$ cat config.mk
export PLATFORM = sky130hd
export DESIGN_NAME = lz_expand
export DESIGN_NICKNAME = d
export VERILOG_FILES = /design/src/rtl/lz_expand.sv
export SDC_FILE = /design/constraint.sdc
export NUM_CORES = 1
export LEC_CHECK = 0
export ABC_AREA = 1
export BUFFER_PORTS_ARGS = -buffer_cell sky130_fd_sc_hd__buf_2
export CAP_MARGIN = 20
export CORE_MARGIN = 3
export CORE_UTILIZATION = 30
export DETAILED_ROUTE_END_ITERATION = 7
export SLEW_MARGIN = 10
export SYNTH_ARGS = -nofsm -noshare
export SYNTH_HDL_FRONTEND = slang
export SYNTH_SLANG_ARGS = --single-unit
$ cat constraint.sdc
create_clock -name CLOCK_50 -period 1.31 [get_ports CLOCK_50]
set_input_delay 0.0655 -clock CLOCK_50 [delete_from_list [all_inputs] [get_ports CLOCK_50]]
set_output_delay 0.0655 -clock CLOCK_50 [all_outputs]
set_load 0.05 [all_outputs]
$ cat src/rtl/lz_expand.sv
// lz_expand: sequential leading-zero expander (value = norm >> lz, one bit per clock); input checking built when LZ_CHECK_EN is defined
module lz_expand #(
    parameter int WIDTH = 4,
    parameter int CW    = $clog2(WIDTH) + 1
) (
    input  logic             CLOCK_50,
    input  logic             resetn,
    input  logic             start,
    input  logic [WIDTH-1:0] norm,
    input  logic [CW-1:0]    lz,
    output logic             busy,
    output logic             done,
    output logic [WIDTH-1:0] value,
    output logic             err
);
    typedef enum logic [1:0] {IDLE, SHIFT, DONE} state_t;

    localparam logic [CW-1:0] W_C = CW'(WIDTH);

    state_t           state, state_nx;
    logic [WIDTH-1:0] sreg;
    logic [CW-1:0]    cnt;
    logic [CW-1:0]    lz_clamp;
    logic             accept;

    assign accept   = (state == IDLE) && start;
    assign lz_clamp = (lz > W_C) ? W_C : lz;
    assign busy     = (state != IDLE);
    assign done     = (state == DONE);

    // State register
    always_ff @(posedge CLOCK_50 or negedge resetn) begin
        if (!resetn) state <= IDLE;
        else         state <= state_nx;
    end

    // Next state: shift until the counter drains, one DONE cycle, then back to IDLE
    always_comb begin
        state_nx = state;
        case (state)
            IDLE:    state_nx = start ? SHIFT : IDLE;
            SHIFT:   state_nx = (cnt == '0) ? DONE : SHIFT;
            default: state_nx = IDLE;
        endcase
    end

    // Datapath: capture on accept, shift/decrement while counter nonzero, publish value on drain
    always_ff @(posedge CLOCK_50 or negedge resetn) begin
        if (!resetn) begin
            sreg  <= '0;
            cnt   <= '0;
            value <= '0;
        end else if (accept) begin
            sreg <= norm;
            cnt  <= lz_clamp;
        end else if (state == SHIFT) begin
            if (cnt != '0) begin
                sreg <= sreg >> 1;
                cnt  <= cnt - CW'(1);
            end else begin
                value <= sreg;
            end
        end
    end

`ifdef LZ_CHECK_EN
    logic err_in;
    assign err_in = (lz > W_C)
                 || ((lz < W_C) && !norm[WIDTH-1])
                 || ((lz == W_C) && (norm != '0));

    // Inconsistency flag, computed on the captured inputs and held until the next accepted start
    always_ff @(posedge CLOCK_50 or negedge resetn) begin
        if (!resetn)     err <= 1'b0;
        else if (accept) err <= err_in;
    end
`else
    assign err = 1'b0;
`endif
endmodule
==> impl_metrics.yaml, run 1 <==
logic_synthesis:
  yosysTopAreaCell: "dfrtp_1"
  synth_seq_area_share_pct: 47.7
  synth_area_leaders: "dfrtp_1 (48%), nand2_1 (15%), nand3_2 (7.3%)"
  synth_seq_cells: 13
  yosys_warnings: 0
  syn_inst: 80
  yosysTopAreaCellShare_pct: 47.7
  synth_common_cells: "nand2_1 (27), dfrtp_1 (13), inv_1 (9), nand3_1 (9), nand3_2 (5)"
  synth_edf_count: 0
  ys_types: 17
  synth_most_common_cell: "nand2_1"
  synthesis.area_um2: 682
  synth_flop_cell: "dfrtp_1"
  syn_nets: 92
  async_flop_share_pct: 100
  syn-mean-instance-area_um2: 8.52
power_and_ir_drop:
  powerDensity_nw_per_um2: 2650
  leakagePower_nw: 0.486
  ir_worst_vdd_v: 0.000904
layout:
  multi_input_comb_area_um2: 317
  ff_latch_area_um2: 325
  fillerInstances: 236
  fin_area_um2: 842
  nets: 113
  syn_to_final_growth_pct: 23.5
  drive_gt1_share_pct: 34.0
  n_antenna_cell: 0
sta:
  period_share_pct: 94.4
  finClkSkew_ns: 0.00508
  timing.fmax_ghz: 0.809
  slew_violations: 0
  setup_viol: 0
  whs_ns: 0.0130
  finalHoldViolCount: 0
  finalCriticalPeriod_ns: 1.24
setup_path:
  worstPathRequired_ns: 1.24
  worstSetupPathType: "flop to output port"
  crit_fanout: 4
  reg2reg_depth: 7
  cp.arrival_ns: 1.17
  worstSetupStartpointType: "flop"
  cp-end-kind: "output port"
route:
  drtAntennaViolNets: 0
  wl_per_cell_um: 10.2
  vias_per_cell: 4.31
  drt_first_pass_iters: 2
  drt-initial-drc-count: 1
  drt_wl_total_um: 1290
  drc: 0
  vias: 547
place:
  place.gp.congestion: 0.784
  numPortBuffers: 15
  place_area_um2: 783
  dp_hpwl_um: 1070
grt:
  grt_first_pass_wirelength_um: 2150
  grt_max_degree: 14
  grt_pass1_vias: 503
  groute.usage.overall_pct: 10.8
  grt-ovfl-total: 0
  antenna_found_initial: 0
run:
  cap_violations: 0
die:
  fp-row-count: 16
  die_area_um2: 2880
  die_y_um: 53.7
  initial_core_util_pct: 33.1
  core_region_area_um2: 2060
  die_w_um: 53.7
  pin_count: 17
clock_tree:
  cts.htree.levels: 1
  clk_latency_ns: 0.28
  cts_tree: "built"
  post-cts-setup-buffers: 0
  cts-root-buf: "clkbuf_4"
  clk_pin_slew_ns: 0.08
  cts.sinks: 13
  cts_buffers: 3
  cts_max_path_buffers: 2
min_path:
  hold_class: "input port to flop"
  holdPathStages: 3
run_status:
  status: "complete, no violations"
==> area by class of cell <==
cell class,count,share of cell area [%]
Timing Repair Buffer,17,11.3
Multi-Input combinational cell,54,37.6
Tap cell,27,4.01
Clock buffer,4,3.12
Inverter,12,5.35
Sequential cell,13,38.6
==> cells by family (layout without fill, tap and decap cells) <==
logic type / after synthesis / count (layout) / synth area share [%]
buffers and inverters: 13 / 33 / 7.71
DFF: 13 / 13 / 47.7
adders and majority gates: 2 / 2 / 3.67
and+or+nand+nor: 48 / 48 / 37.1
other: 1 / 1 / 0.550
AOI/OAI and AO/OA: 2 / 2 / 2.02
xor gates and xnor gates: 1 / 1 / 1.28
==> report_power, final <==
group	switching, W	internal [W]	total [W]	leakage [nW]
registers	0.000130	0.000591	0.000721	0.165
logic	0.000877	0.000384	0.00126	0.307
clock network	0.000128	0.000118	0.000246	0.0150
==> metrics by stage <==
step / power [W] / cells / worst slack [ns] / utilization [%] / setup TNS (ns)
2_1_floorplan: 0.00169 / 80 / 0.152 / - / 0
3_3_place_gp: 0.00193 / 121 / 0.129 / 38.0 / 0
3_5_place_dp: 0.00196 / 121 / 0.0744 / 38.0 / 0
4_1_cts: 0.00222 / 127 / 0.00440 / 40.2 / 0
5_1_grt: 0.00245 / 127 / -0.00708 / 40.8 / -0.0113
6_report: 0.00223 / 127 / 0.0736 / 40.8 / 0
==> path summary, 6_finish.rpt <==
kind	slack (ns)	to	start
setup / recovery	0.07	busy	state[1]
hold / removal	0.01	sreg[2]	norm[2]
setup reg to reg	0.13	cnt[2]	cnt[0]
hold reg to reg	0.48	value[2]	value[2]
max in group asynchronous	0.88	sreg[2]	resetn
min in group asynchronous	0.20	value[0]	resetn
==> flip-flops by register name, indices dropped and copies added (netlist names) <==
register,flops
state,2
sreg,4
value,4
cnt,3
==> timing repair <==
action / in CTS / in global routing
endpoints found under the hold margin: 14 / 0
gates resized for setup: 0 / 3
setup endpoints to repair: 0 / 4
hold buffers: 2 / 0
==> cell usage in the layout, fill, tap and decap left out, types with 2 or more instances in the layout <==
master / synthesis / layout
clkbuf_4: 0 / 3
nand2_4: 2 / 3
nand2_1: 27 / 26
nand3_2: 5 / 5
dfrtp_1: 13 / 13
dlygate4sd3_1: 0 / 2
nor2_4: 1 / 2
nand2_2: 2 / 2
buf_2: 0 / 15
inv_2: 3 / 3
nand3_1: 9 / 9
ha_1: 2 / 2
inv_1: 9 / 9
==> per-layer routing <==
metal | vias up | routed length [um] | part of all wire [%] | global-route usage, %
li1 | 287 | - | - | -
met1 | 248 | 591 | 46 | 12.5
met2 | 12 | 620 | 48 | 17.3
met3 | 0 | 80 | 6.2 | 4.99
met4 | 0 | 0 | 0 | 3.83
met5 | - | 0 | 0 | 0
==> worst max-delay path: stages (launching register included) <==
cell and delay [ns]:
dfrtp_1 0.46, nor2_4 0.19, inv_1 0.05, buf_2 0.20
(Power assumes the default switching activity.)
==> run 2, diff against run 1 <==
Settings changed: CTS_CLUSTER_DIAMETER set to 150, REMOVE_ABC_BUFFERS set to 1.
==> run 2 against run 1 <==
Via count up 0.91%; total power is 0.31% higher; non-clock buffer count unchanged; final cell count stayed put; global-route usage about the same; combinational power about the same; critical path type unchanged; largest cell class unchanged.
==> impl_metrics.yaml, run 2 (synthesis gave the netlist of run 1 again) <==
run_status:
  status: "complete, no violations"
setup_path:
  cp-end-kind: "output port"
  cp.arrival_ns: 1.16
  worstSetupPathType: "flop to output port"
  path_cells: "nor2_4 -> inv_1 -> buf_2"
  worstSetupStartpointType: "flop"
  crit_slowest_cell: "dfrtp_1"
  crit_start: "state[1]"
  crit_fanout: 4
  worstPathRequired_ns: 1.24
  max_stage_delay_ns: 0.45
  worstReg2RegStart: "cnt[1]"
layout:
  final_common_cell: "nand2_1"
  final_cell_mix: "nand2_1 (26), buf_2 (15), dfrtp_1 (13)"
  nets: 113
  n_antenna_cell: 0
  top_regs: "sreg x4, value x4, cnt x3"
  syn_to_final_growth_pct: 23.5
  drive_gt1_share_pct: 35.0
clock_tree:
  cts-root-buf: "clkbuf_4"
  cts.htree.levels: 1
  cts_buffers: 3
  clk_pin_slew_ns: 0.07
  cts_max_path_buffers: 2
  cts.sinks: 13
  clk_latency_ns: 0.27
  cts_tree: "built"
die:
  pin_count: 17
  initial_core_util_pct: 33.1
  core_region_area_um2: 2060
  die_w_um: 53.7
  fp-row-count: 16
  die_area_um2: 2880
  die_y_um: 53.7
power_and_ir_drop:
  comb_power_share_pct: 56.9
  p_seq_share_pct: 32.4
  p_switching_w: 0.00114
  finalPower_w: 0.00223
  internal-power_w: 0.00110
  powerDensity_nw_per_um2: 2650
  p_clk_share_pct: 10.7
  switching_share_pct: 51.0
  leakagePower_nw: 0.485
  ir_worst_vdd_v: 0.00104
sta:
  fin_tns_setup_ns: 0
  finClkSkew_ns: 0.00103
  rsz0062_at_grt: "false"
  finalHoldViolCount: 0
  finalCriticalPeriod_ns: 1.22
  slew_violations: 0
  timing.fmax_ghz: 0.817
  setup_viol: 0
  period_share_pct: 93.4
route:
  wl_per_cell_um: 9.92
  drt_first_pass_iters: 4
  drc: 0
  vias_per_cell: 4.35
  drt-initial-drc-count: 10
  drt_wl_total_um: 1260
  drtAntennaViolNets: 0
  vias: 552
min_path:
  worstHoldStart: "norm[0]"
  hold_class: "input port to flop"
grt:
  grt_pass1_vias: 499
  antenna_found_initial: 0
  grt_first_pass_wirelength_um: 2090
  grt_max_degree: 14
  grt-ovfl-total: 0
  groute.usage.overall_pct: 10.7
place:
  dp_hpwl_um: 1010
  numPortBuffers: 15
  place.gp.congestion: 0.817
run:
  cap_violations: 0
==> run 2: cell counts in the layout (fill, tap and decap cells not counted) <==
No cell type changed its count.
==> run 2: per-layer routing <==
metal | vias up | track usage [%] | wire, um
li1 | 290 | - | -
met4 | 0 | 3.83 | 7
met1 | 249 | 12.9 | 596
met5 | - | 0 | 0
met3 | 2 | 6.09 | 84
met2 | 11 | 15.9 | 571
==> run 2: what timing repair did <==
| action | 4_1_cts | 5_1_grt |
|---|---|---|
| buffers inserted | 0 | 0 |
| hold endpoints to repair | 14 | 0 |
| endpoints found under the setup margin | 0 | 7 |
| hold buffers | 2 | 0 |
| gates resized for setup | 0 | 4 |
==> run 2: area by class of cell <==
| class | instances | area, um2 |
|---|---|---|
| Clock buffer | 4 | 26.3 |
| Multi-Input combinational cell | 54 | 317 |
| Timing Repair Buffer | 17 | 95.1 |
| Inverter | 12 | 45.0 |
| Tap cell | 27 | 33.8 |
| Fill cell | 213 | 1220 |
| Sequential cell | 13 | 325 |
==> run 2: power groups by stage <==
stage | clock (W) | combinational (W) | sequential [W]
after floorplan | 0 | 0.000813 | 0.000876
after global placement | 0 | 0.00122 | 0.000718
after detailed placement | 0 | 0.00124 | 0.000719
after CTS | 0.000251 | 0.00125 | 0.000712
after global routing | 0.000269 | 0.00142 | 0.000748
final | 0.000239 | 0.00127 | 0.000725
==> run 2: worst max-delay path: cells and delay by family (launching register included) <==
family / cells / cell delay [ns]
flip-flops: 1 / 0.45
AND/OR/NAND/NOR: 1 / 0.19
buffers and inverters: 2 / 0.25
==> run 2: per-stage QoR <==
stage	cells	hold slack, ns	util [%]	setup WS [ns]	area (um2)
2_1_floorplan	79	-0.230	-	0.152	674
3_3_place_gp	121	-0.0342	38.0	0.128	783
3_5_place_dp	121	-0.0351	38.0	0.0438	783
4_1_cts	127	0.00975	40.2	0.0143	830
5_1_grt	127	0.00471	40.8	0.000144	842
6_report	127	0.0152	40.8	0.0866	842
==> run 2: final timing paths <==
path | endpoint | slack (ns) | depth (start not counted)
setup reg to reg | cnt[2] | 0.14 | 7
min in group asynchronous | value[2] | 0.21 | 2
max in group asynchronous | cnt[2] | 0.88 | 2
hold / removal | sreg[0] | 0.02 | 3
setup / recovery | busy | 0.09 | 3
hold reg to reg | value[0] | 0.48 | 2
==> run 3, diff against run 2 <==
Settings changed: CORE_UTILIZATION 30 to 50, CTS_CLUSTER_SIZE set to 30, PLACE_DENSITY set to 0.76.
==> run 3 against run 2 <==
Routed wire length is 6.0% higher; setup slack lost 0.010 ns; cell area is 2.2% lower; via count is 2.0% higher; final cell count down 10%; clock power up 3%; clock skew is 0.0027 ns higher; non-clock buffer count is the same; total power rose by 2.8%; clock-buffer cell count stayed put; sequential share of layout area increased by 0.88 points; largest power group unchanged; highest routed layer unchanged.
==> impl_metrics.yaml, run 3 (synthesis gave the netlist of run 1 again) <==
power_and_ir_drop:
  leakagePower_nw: 0.486
  powerDensity_nw_per_um2: 2790
  internal-power_w: 0.00112
  p_seq_share_pct: 31.7
  p_switching_w: 0.00117
  switching_share_pct: 51.1
  p_clk_share_pct: 10.7
  ir_worst_vdd_v: 0.00138
  comb_power_share_pct: 57.6
layout:
  fin_area_um2: 823
  syn_to_final_growth_pct: 20.7
  n_antenna_cell: 0
  multi_input_comb_area_um2: 317
  fillerInstances: 99
  drive_gt1_share_pct: 36.0
  final_common_cell: "nand2_1"
  ff_latch_area_um2: 325
  nets: 113
  final_cell_mix: "nand2_1 (26), buf_2 (15), dfrtp_1 (13)"
  top_regs: "sreg x4, value x4, cnt x3"
route:
  vias: 563
  wl_per_cell_um: 11.7
  drt-initial-drc-count: 14
  drt_wl_total_um: 1340
  drtAntennaViolNets: 0
  drc: 0
  drt_first_pass_iters: 4
  vias_per_cell: 4.94
setup_path:
  cp.arrival_ns: 1.17
  path_delay_family: "flip-flops"
  crit_slowest_cell: "dfrtp_1"
  path_cells: "nor2_4 -> inv_1 -> buf_2"
  max_stage_delay_ns: 0.45
  worstReg2RegStart: "cnt[0]"
  worstSetupStartpointType: "flop"
  crit_start: "state[1]"
  crit_fanout: 4
  worstPathRequired_ns: 1.24
  crit_buf_inv: 2
  cp-end-kind: "output port"
  worstSetupPathType: "flop to output port"
clock_tree:
  cts.htree.levels: 1
  clk_pin_slew_ns: 0.07
  cts.sinks: 13
  cts_tree: "built"
  cts-root-buf: "clkbuf_4"
  clk_latency_ns: 0.27
  cts_max_path_buffers: 2
  cts_buffers: 3
die:
  pin_count: 17
  die_y_um: 42.9
  initial_core_util_pct: 57.5
  die_area_um2: 1840
  core_region_area_um2: 1190
  fp-row-count: 12
  die_w_um: 42.9
place:
  dp_hpwl_um: 1000
  numPortBuffers: 15
  place_area_um2: 767
  place.gp.congestion: 0.832
sta:
  timing.fmax_ghz: 0.811
  rsz0062_at_grt: "false"
  finClkSkew_ns: 0.00376
  finalCriticalPeriod_ns: 1.23
  fin_tns_setup_ns: 0
  finalHoldViolCount: 0
  period_share_pct: 94.2
  slew_violations: 0
  setup_viol: 0
min_path:
  hold_class: "input port to flop"
  worstHoldStart: "norm[3]"
grt:
  grt-ovfl-total: 0
  grt_first_pass_wirelength_um: 2280
  grt_max_degree: 14
  grt_pass1_vias: 509
  antenna_found_initial: 0
  groute.usage.overall_pct: 16.7
run:
  cap_violations: 0
run_status:
  status: "complete, no violations"
[run 3: changes by cell type in the layout (fill, tap and decap cells not counted), sizes merged]
cell / previous run / this run
dlygate4sd3: 2 / 1
buf: 15 / 16
[run 3: path summary, 6_finish.rpt]
kind / to / slack (ns) / depth (start not counted)
max: busy / 0.08 / 3
min: sreg[3] / 0.001 / 3
max reg2reg: value[0] / 0.10 / 8
min reg2reg: value[2] / 0.48 / 2
max in group asynchronous: sreg[3] / 0.89 / 2
min in group asynchronous: state[0] / 0.19 / 2
[run 3: area by class of cell]
cell class                      count  share of cell area (%)
Sequential cell                    13                    39.5
Multi-Input combinational cell     54                    38.4
Clock buffer                        4                    3.19
Timing Repair Buffer               17                    11.2
Tap cell                           14                    2.13
Inverter                           12                    5.47
[run 3: per-stage QoR]
step	hold slack [ns]	worst slack, ns	instances	util (%)	power (W)
CTS	0.00281	0.0190	113	67.7	0.00221
finish	0.00109	0.0764	114	69.4	0.00230
global route	0.00643	0.00488	114	69.4	0.00249
global placement	-0.0321	0.137	108	64.7	0.00192
detailed placement	-0.0320	0.0627	108	64.7	0.00196
floorplan	-0.230	0.152	79	-	0.00169
[run 3: power by group through the flow]
stage                     sequential [W]  combinational, W  clock, W
final                           0.000729           0.00132  0.000246
after global routing            0.000754           0.00146  0.000274
after CTS                       0.000715           0.00125  0.000250
after detailed placement        0.000721           0.00124         0
after global placement          0.000721           0.00120         0
after floorplan                 0.000876          0.000813         0
[run 3: worst min-delay path: stages]
cell and delay [ns]:
buf_2 0.08, nand2_1 0.05, o21ai_2 0.05
[run 3: metal layers]
layer	routed length (um)	track usage (%)	share of wire, %	vias to the layer above
li1	-	-	-	287
met1	593	23.3	44	249
met2	624	23.7	47	23
met3	87	3.39	6.5	4
met4	29	9.64	2.2	0
met5	0	0	0	-
[run 3: what timing repair did]
item	CTS	global route
gates resized for setup	0	4
hold endpoints to repair	13	0
setup endpoints to repair	0	6
hold buffers	1	0
buffers inserted	0	1
